<file path="src/rtl/ps_bigreg_collector.sv">
// Collects a run of memory-map words into one wide register and presents it
// to RTL consumers through valid/ready, answering each in-window write.
module ps_bigreg_collector #(
    parameter int ID_WIDTH   = 8,
    parameter int DATA_WIDTH = 16,
    parameter int SAMPLES    = 16,
    parameter int BASE_ID    = 33
) (
    input  logic                          clk,
    input  logic                          rst_n,
    input  logic                          wr_en,
    input  logic [ID_WIDTH-1:0]           wr_id,
    input  logic [DATA_WIDTH-1:0]         wr_data,
    output logic [SAMPLES*DATA_WIDTH-1:0] reg_out,
    output logic                          reg_valid,
    input  logic                          reg_ready,
    output logic                          resp_valid,
    output logic [1:0]                    resp,
    output logic                          fresh_clr,
    output logic                          busy
);
    localparam int VALID_ID = BASE_ID + SAMPLES;
    localparam int IDX_W    = (SAMPLES > 1) ? $clog2(SAMPLES) : 1;
    localparam logic [1:0] RESP_OKAY   = 2'b00;
    localparam logic [1:0] RESP_SLVERR = 2'b10;

    typedef enum logic {ST_COLLECT, ST_HOLD} state_t;

    state_t                                 r_state;
    logic [SAMPLES-1:0][DATA_WIDTH-1:0]     r_staging;
    logic [SAMPLES-1:0]                     r_fresh;
    logic [SAMPLES*DATA_WIDTH-1:0]          r_reg_out;
    logic                                   r_reg_valid;
    logic                                   r_resp_valid;
    logic [1:0]                             r_resp;
    logic                                   r_fresh_clr;
    logic                                   r_busy;

    logic             w_data_wr;
    logic             w_valid_wr;
    logic [IDX_W-1:0] w_idx;
    logic             w_fresh_full;

    assign w_data_wr    = wr_en && (wr_id >= ID_WIDTH'(BASE_ID)) && (wr_id < ID_WIDTH'(VALID_ID));
    assign w_valid_wr   = wr_en && (wr_id == ID_WIDTH'(VALID_ID));
    // Offset is only meaningful once the range check has passed.
    assign w_idx        = IDX_W'(wr_id - ID_WIDTH'(BASE_ID));
    assign w_fresh_full = &r_fresh;

    always_ff @(posedge clk or negedge rst_n) begin
        if (!rst_n) begin
            r_state      <= ST_COLLECT;
            r_staging    <= '0;
            r_fresh      <= '0;
            r_reg_out    <= '0;
            r_reg_valid  <= 1'b0;
            r_resp_valid <= 1'b0;
            r_resp       <= RESP_OKAY;
            r_fresh_clr  <= 1'b0;
            r_busy       <= 1'b0;
        end else begin
            r_resp_valid <= 1'b0;
            r_resp       <= RESP_OKAY;
            r_fresh_clr  <= 1'b0;

            if (r_state == ST_HOLD && reg_ready) begin
                r_state     <= ST_COLLECT;
                r_reg_valid <= 1'b0;
                r_busy      <= 1'b0;
            end

            if (w_data_wr) begin
                r_staging[w_idx] <= wr_data;
                r_fresh[w_idx]   <= 1'b1;
                r_resp_valid     <= 1'b1;
                r_resp           <= RESP_OKAY;
            end else if (w_valid_wr) begin
                r_resp_valid <= 1'b1;
                // A HOLD-state valid write is refused even if the consumer
                // handshakes in the same cycle.
                if (r_state == ST_COLLECT && w_fresh_full) begin
                    r_reg_out   <= r_staging;
                    r_fresh     <= '0;
                    r_fresh_clr <= 1'b1;
                    r_state     <= ST_HOLD;
                    r_reg_valid <= 1'b1;
                    r_busy      <= 1'b1;
                    r_resp      <= RESP_OKAY;
                end else begin
                    r_resp      <= RESP_SLVERR;
                end
            end
        end
    end

    assign reg_out    = r_reg_out;
    assign reg_valid  = r_reg_valid;
    assign resp_valid = r_resp_valid;
    assign resp       = r_resp;
    assign fresh_clr  = r_fresh_clr;
    assign busy       = r_busy;
endmodule

</file>
<file path="config.mk">
export PLATFORM = sky130hd
export DESIGN_NAME = ps_bigreg_collector
export DESIGN_NICKNAME = d
export VERILOG_FILES = /design/src/rtl/ps_bigreg_collector.sv
export SDC_FILE = /design/constraint.sdc
export NUM_CORES = 1
export LEC_CHECK = 0
export ABC_CLOCK_PERIOD_IN_PS = 2100
export CAP_MARGIN = 20
export CORE_MARGIN = 8
export CORE_UTILIZATION = 45
export CTS_BUF_LIST = sky130_fd_sc_hd__clkbuf_4
export CTS_CLUSTER_DIAMETER = 200
export DETAILED_ROUTE_END_ITERATION = 8
export HOLD_SLACK_MARGIN = 0.02
export PLACE_DENSITY = 0.68
export SLEW_MARGIN = 40
export SYNTH_ARGS = -nofsm -noshare
export SYNTH_HDL_FRONTEND = slang
export SYNTH_SLANG_ARGS = --single-unit
</file>
<file path="constraint.sdc">
create_clock -name clk -period 2.1 [get_ports clk]
set_input_delay 0.21 -clock clk [delete_from_list [all_inputs] [get_ports clk]]
set_output_delay 0.21 -clock clk [all_outputs]
set_load 0.01 [all_outputs]
</file>
== After elaboration in Yosys (flattened, before gate mapping) ==
Index checks and enable logic that the tools add are counted.

* $add $sub $neg: 1
* Order comparisons: 4
* Equality and inequality tests: 1
* Multiplexer cells: 28
* Bitwise gates (word level): 3
* Reductions and logical operators: 11

{| class="wikitable"
|+ Operators with widths
! kind !! number
|-
| $bwmux 256 || 1
|-
| $demux 16 s4 || 1
|-
| $mux 16 || 4
|-
| $mux 1 || 18
|-
| $or 16x16->16 || 1
|-
| $reduce_and 16->1 || 1
|-
| $eq 8x6->1 const B || 1
|-
| $ge 8x6->1 const B || 1
|-
| $lt 8x6->1 const B || 1
|-
| $logic_and 1x1->1 || 6
|-
| $mux 2 || 3
|-
| $lt 4x5->1 const B || 1
|-
| $demux 1 s4 || 1
|-
| $ge 4x1->1 const B || 1
|-
| $reduce_bool 2->1 || 2
|-
| $sub 4x1->4 const B || 1
|-
| $reduce_and 3->1 || 1
|-
| $not 1->1 || 2
|-
| $reduce_and 2->1 || 1
|}

* Register bits after elaboration: 535
* Input bits: 28
* Output and inout bits: 262
* Word-level logic and storage cells: 72

== Depth between registers and ports, before layout ==
* Depth in word-level cells: 7
* Mapped depth: 9
* Mapped depth without buffers: 4

== Worst setup path before layout ==
No wires, ideal clock.

* Path kind: input -> register
* Start: input wr_id[7]
* End: register r_reg_out[100] (netlist: reg_out[100])
* Setup time: 0.127 ns
* Arrival time: 1.898 ns
* Path slack: 0.075 ns
* Cell stages on the path: 8
* Path buffers: 4
* Path through: or2_0 -> buf_4 -> nor4_4 -> and4_1 -> buf_4 -> buf_8 -> buf_12 -> mux2_1

* Word-level cells in the longest chain between the ends: 5

{| class="wikitable"
|+ RTL lines
! what !! RTL line !! RTL
|-
| start: declaration || 12 || <nowiki>input logic [ID_WIDTH-1:0] wr_id,</nowiki>
|-
| $ge 8x6->1 || 44 || <nowiki>assign w_data_wr = wr_en && (wr_id >= ID_WIDTH'(BASE_ID)) && (wr_id < ID_WIDTH'(VALID_ID));</nowiki>
|-
| $logic_and 1x1->1 (2 in series) || 44 ||
|-
| $not 1->1 (no source line) || - ||
|-
| $reduce_and 3->1 (no source line) * || - ||
|-
| end signal: assignment || 82 || <nowiki>r_reg_out <= r_staging;</nowiki>
|-
| end: declaration || 32 || <nowiki>logic [SAMPLES*DATA_WIDTH-1:0] r_reg_out;</nowiki>
|}

Every way passes the cells marked *; elsewhere a longest branch is shown, timed or not.
A chain may end at the register's enable or synchronous reset.

== Worst setup path after layout ==
* Start: register r_state
* End: register r_reg_out[70] (netlist: reg_out[70])

* Word-level cells in the longest chain between the ends: 3

{| class="wikitable"
|+ RTL lines
! what !! RTL line !! RTL
|-
| start: declaration || 29 || <nowiki>state_t r_state;</nowiki>
|-
| start signal: assignment || 52 || <nowiki>r_state <= ST_COLLECT;</nowiki>
|-
| start signal: assignment || 67 || <nowiki>r_state <= ST_COLLECT;</nowiki>
|-
| start signal: assignment || 85 || <nowiki>r_state <= ST_HOLD;</nowiki>
|-
| $not 1->1 || 81 || <nowiki>if (r_state == ST_COLLECT && w_fresh_full) begin</nowiki>
|-
| $logic_and 1x1->1 || 81 ||
|-
| $reduce_and 3->1 (no source line) || - ||
|}

No other way between the ends.

==> results.toml <==
[setup_path]
worstPathArrival_ps = 2730
cp-end-kind = "register"
timing.critical_path.from_type = "register"
crit_required_ps = 2790
worstSetupPathType = "register to register"
rrSetupSlack_ps = 70
r2r-end = "reg_out[70]$_DFFE_PN0P_"
rr_startpoint = "r_state$_DFF_PN0_"
r2r_cells = 6
cp_max_fo = 22

[worst_hold_path]
min_path_type = "input port to register"
hold_end = "resp_valid$_DFF_PN0_"
holdCritStartpoint = "wr_en"
holdPathStages = 3

[yosys]
syn_avg_cell_area_um2 = 16.8
synth_fp_nets = 1234
synth_seq_area_share_pct = 66.0
synth_warnings = 0
netlist_area_mm2 = 0.0203
syn_inst = 1206
yosysUniqueCellTypes = 37
ys_ff_latch = 534

[global_routing]
antenna_found_initial = 8
grt_pass1_vias = 13130
track_usage_pct = 20.1
grt_max_degree = 123
grt_overflow_total = 0
grt_pass1_wl_um = 80400

[sta]
setup_tns_ps = 0
finalHoldViolCount = 0
skew_ps = 32.0
worstMarginPinSlew_ps = 632
finalCriticalPeriod_ps = 2030
rsz0062_at_grt = "no"
finalMaxSlewViolations = 0
setup_violations = 0
finalCritPeriodShare_pct = 96.8
clock.fmax_ghz = 0.492
slew_headroom_pct = 57.9

[clock_network]
cts_tree = "done"
clockBufferDepth = 3
insertion_delay_ps = 840
clk_pin_slew_worst_paths_ps = 60
cts_made_buffers = 141
cts-root-buf = "clkbuf_4"
cts.htree.levels = 4
numClockSinks = 534

[pwr]
p_int_uw = 15900
power_uw = 20600
irDropWorstVdd_mv = 0.434
p_leak_uw = 0.0137
p_seq_share_pct = 51.7
p_sw_share_pct = 22.7
pwr-share-comb_pct = 3.9
cellPowerDensity_mw_per_mm2 = 777
netSwitchingPower_uw = 4660
p_clk_share_pct = 44.3

[finish]
multi_input_area_mm2 = 0.00631
fillers = 3503
mostFrequentLayoutCells = "dfrtp_1 (534), mux2_2 (338), clkdlybuf4s50_1 (259), clkbuf_4 (211), mux2_1 (174)"
final_nets = 1696
regArea_mm2 = 0.0134
drive_above_1_share_pct = 38.0
final_common_cell = "dfrtp_1"
syn2layout_area_growth_pct = 30.5

[drt]
antenna_violating_nets_post_route = 0
drc = 0
wl_per_cell_um = 22.0
vias_per_cell = 5.06
routed_wl_um = 51800
dr.pass1.iters = 5
vias = 11942
drt_iter0_drc = 608

[status]
status = "finished clean"

[place]
io_buffer_count = 288
dp_hpwl_um = 34100
routabilityCongestion = 0.783

[floorplan]
die-height_um = 228
die_area_mm2 = 0.0521
std_cell_rows = 77
core-area_mm2 = 0.0443
start_util_pct = 45.7
ios = 290
die_w_um = 228

[job]
drv_cap = 0
-- metrics by stage --
step	hold WS (ps)	std cells	utilization [%]	area (um^2)	setup slack, ps
6_report	164	2360	59.7	26400	66.4
3_5_place_dp	105	2113	55.4	24600	-443
5_1_grt	98.4	2359	59.7	26400	1.41
3_3_place_gp	98.4	2113	55.4	24600	-448
4_1_cts	52.0	2357	59.6	26400	0.203
2_1_floorplan	-85.6	1206	-	20300	74.7
-- cell families after synthesis --
group	share of synthesized area [%]
compound gates	0.377
mux	28.5
flops	66.0
simple gates	2.24
buf+inv	2.93
other cells	0.0185
-- final cells by class --
type | count | share of cell area, %
timing repair buffer | 389 | 15.7
multi-input combinational | 590 | 23.9
sequential | 534 | 50.5
antenna | 3 | 0.0284
inverter | 12 | 0.170
clock inverter | 29 | 0.852
clock buffer | 211 | 5.99
tap | 592 | 2.80
-- per-layer routing --
metal	part of all wire, %	GRT usage [%]	wire [um]
met1	43	25.6	22400
met5	0.015	0	8
met4	2.5	8.38	1300
met3	5.5	5.66	2850
met2	49	32.1	25300
-- timing repair --
action	4_1_cts	5_1_grt
buffers inserted	0	0
setup endpoints to repair	16	12
pin swaps	0	0
hold endpoints to repair	537	0
resized for setup	16	12
hold buffers	4	0
-- synthesized netlist by cell type (all sizes together) --
cell type	n	area, um^2
dfrtp	534	13400
mux2	512	5770
buf	52	482
clkbuf	18	67.6
nor2	17	63.8
nand2	13	51.3
inv	12	45.0
a21oi	9	45.0
nor4	5	88.8
nand3	4	25.0
nor4b	4	80.1
nand2b	3	18.8
nand4	3	18.8
o21ai	3	15.0
and4	2	17.5
nor2b	2	12.5
nor3	2	10.0
nor3b	2	20.0
or2	2	12.5
a2111oi	1	8.76
and4b	1	10.0
conb	1	3.75
nand3b	1	7.51
nand4b	1	8.76
o21a	1	7.51
or4	1	7.51
-- power groups by stage --
stage / clock network [uW] / logic [uW] / registers, uW
finish: 9110 / 806 / 10600
global placement: 0 / 792 / 10800
detailed placement: 0 / 818 / 10800
global route: 10000 / 891 / 10700
floorplan: 0 / 287 / 10800
CTS: 9420 / 832 / 10600
-- flip-flops by register name, indices dropped and copies added, names as in the netlist --
signal / flops
busy: 1
fresh_clr: 1
r_fresh: 16
r_staging: 256
r_state: 1
reg_out: 256
reg_valid: 1
resp: 1
resp_valid: 1
-- worst max path at each step --
| stage | start | slack, ps | cells after the start | to |
|---|---|---|---|---|
| final | r_state$_DFF_PN0_ | 70 | 6 | reg_out[70]$_DFFE_PN0P_ |
| after CTS | reg_out[21]$_DFFE_PN0P_ | 0.2 | 1 | reg_out[21] |
| after global placement | wr_id[7] | -450 | 7 | reg_out[68]$_DFFE_PN0P_ |
| after detailed placement | wr_id[7] | -440 | 7 | reg_out[67]$_DFFE_PN0P_ |
| after floorplan | wr_id[7] | 70 | 8 | reg_out[100]$_DFFE_PN0P_ |
| after global routing | reg_out[51]$_DFFE_PN0P_ | 1 | 1 | reg_out[51] |
-- worst max-delay path: stages, from the launching register on --
cell      delay (ps)
dfrtp_1          400
nand4b_1         240
nor2_1           170
and4_4           370
buf_12           170
buf_12           180
mux2_2           350
No activity file was read; power rests on OpenSTA's default activity.
==> edit (same flow settings) <==
Change the parameter `DATA_WIDTH` from 16 to 18.
--- a/src/rtl/ps_bigreg_collector.sv
+++ b/src/rtl/ps_bigreg_collector.sv
@@ -3,5 +3,5 @@
 module ps_bigreg_collector #(
     parameter int ID_WIDTH   = 8,
-    parameter int DATA_WIDTH = 16,
+    parameter int DATA_WIDTH = 18,
     parameter int SAMPLES    = 16,
     parameter int BASE_ID    = 33
Ports: changed (resized reg_out and wr_data); port bits go from 290 to 324. No check against the original RTL was run, so the function may have changed too.
==> edit against the unedited design <==
  * Clock skew rose by 0.013 ns
  * Wire length increased by 17%
  * Sequential cell count rose by 64
  * Setup slack worse by 0.21 ns
  * The flow now finishes with violations (negative setup slack)
  * Synthesized area rose by 11%
  * Final area grew 15%
  * Final cell count is 12% higher
  * Total power is 11% higher
  * Critical endpoint is now reg_out[118]
==> edit: results (changes against the unedited design) <==
| Metric | Value |
|---|---|
| Detail Route met3 WL | 3230 um (+14%) |
| Post-placement setup slack | -0.641 ns (-0.197 ns) |
| Max rail drop VDD | 0.382 mV (-12%) |
| Placed insts | 2,355 (+11%) |
| Final worst setup slack | -0.148 ns (-0.214 ns) |
| Result of the run | finished with violations |
| Total via count in the routed design | 13,400 (+12%) |
| Multi-input logic portion of the cell area | 0.250 (+0.0111) |
| Area taken by multi-input logic gates | 7600 um^2 (+20%) |
| Count of inverters not on the clock network in the layout | 2 (-10) |
| Post-synth top cells | 598 x dfrtp_1, 439 x mux2_2, 137 x mux2_1 |
| Global Route Usage Sum | 0.206 (+0.00463) |
| Worst setup path startpoint | r_fresh[5] |
| Cell depth of the worst flop-to-flop path | 7 (+1) |
| Antenna diodes | 5 (+2) |
| Setup skew after layout | 0.0453 ns (+0.0133 ns) |
| Clock tree buffer depth | 3 (unchanged) |
| Routability cong. | 0.746 (-4.7%) |
| Arrival time at the worst endpoint | 3.04 ns (+0.31 ns) |
| Part of the Yosys area used for sequential elements | 0.667 (+0.00718) |
| Met1 wire length | 26,900 um (+20%) |
| Total clock buffers created by CTS | 155 (+9.9%) |
| Violations in the final reports | negative setup slack |
| Post-synthesis async set-or-reset flop share | 1.00 (unchanged) |
| Num sequential | 598 (+12%) |
| Antenna violations before repair | 4 (-4) |
| Number of clock buffers in the layout | 226 (+7.1%) |
| Signal buffers | 456 (+17%) |
| Area taken by flip-flops and latches | 15,000 um^2 (+12%) |
| Cell leakage power | 17.5 nW (+28%) |
| Final setup viols | 276 (+276) |
| End-of-flow core utilization | 0.612 (+0.0159) |
| Filler cell count | 3,937 (+12%) |
| Starting DRT DRC Count | 525 (-14%) |
| Number of combinational gates with multiple inputs | 658 (+12%) |
| Mapped Avg Cell Area | 16.8 um^2 (+0.22%) |
| Non-filler instance count after layout | 2,644 (+12%) |
| Clock latency on the worst-skew pair | 0.94 ns (+0.10 ns) |
| Buffers inserted during post-CTS setup optimization | 1 (+1) |
| Instance area at placement | 27,500 um^2 (+12%) |
| First-pass GRT wire length | 89,100 um (+11%) |
| Number of buffers added on ports | 322 (+12%) |
| P_sw | 5.22 mW (+12%) |
| Post-Syn Nets | 1,363 (+10%) |
| Worst slew pin tran | 0.532 ns (-0.0998 ns) |
| Post_cts resized | 217 (+201) |
| Min Hold Slack | 0.200 ns (+0.0361 ns) |
| Pin count of the biggest net entering global routing | 97 (-21%) |
| Critical path fanouts, max | 14 (-36%) |
| Yosys cell types | 28 (-24%) |
| Nets | 1,901 (+12%) |
| Sum of negative setup slack | -25.10 ns (-25.10 ns) |
| Top area cells in the synthesized netlist | dfrtp_1 67%, mux2_2 22%, mux2_1 6.9% |
| Capturing element of the worst setup path | reg_out[118] |
| Routed wire per std cell | 22.9 um (+4.3%) |
| Hold-fix buffers at CTS | 7 (+3) |
| Share of final layout cell area taken by non-clock buffers | 0.167 (+0.00932) |
[edit: changes by cell type after synthesis, moves of 10 or more]
cell,delta
dfrtp_1,+64
buf_2,+20
mux2_2,+101
mux2_1,-37
clkbuf_1,-14
nor2_1,+15
inv_1,-10
buf_12,-10
buf_1,+17
[edit: worst min path at each step]
stage,start,to,depth (start not counted)
floorplan,rst_n,busy,0
global placement,rst_n,r_staging[8],1
detailed placement,rst_n,r_staging[8],1
CTS,wr_id[0],resp[1],5
global route,wr_data[2],r_staging[92],3
finish,wr_id[0],resp[1],5
[edit: worst max-delay path: stages (launching register included)]
cell and delay, ns:
dfrtp_1 0.36, nand4_1 0.09, or4b_4 0.53, nor4_4 0.19, buf_6 0.25, buf_12 0.16
buf_12 0.16, mux2_2 0.35
[edit: cells by family (layout without fill, tap and decap cells)]
logic type / after synthesis / after routing / share of synthesized area
AND/OR/NAND/NOR: 77 / 77 / 0.0263
buffers and inverters: 77 / 711 / 0.0165
flip-flops: 598 / 598 / 0.667
multiplexers: 576 / 576 / 0.289
AO/OA/AOI/OAI: 4 / 4 / 0.00112
other: 1 / 6 / 0.000167
[edit: metal layers]
metal / GRT usage / vias up
met1: 0.262 / 7069
met2: 0.326 / 361
met5: 0 / -
li1: - / 5875
met3: 0.0636 / 91
met4: 0.0819 / 2
[edit: power by group through the flow]
stage / clock (mW) / combinational (mW) / sequential (mW)
6_report: 9.90 / 0.929 / 12.0
2_1_floorplan: 0 / 0.344 / 12.1
3_5_place_dp: 0 / 0.927 / 12.2
5_1_grt: 10.9 / 1.03 / 12.0
3_3_place_gp: 0 / 0.898 / 12.1
4_1_cts: 10.3 / 0.947 / 11.9
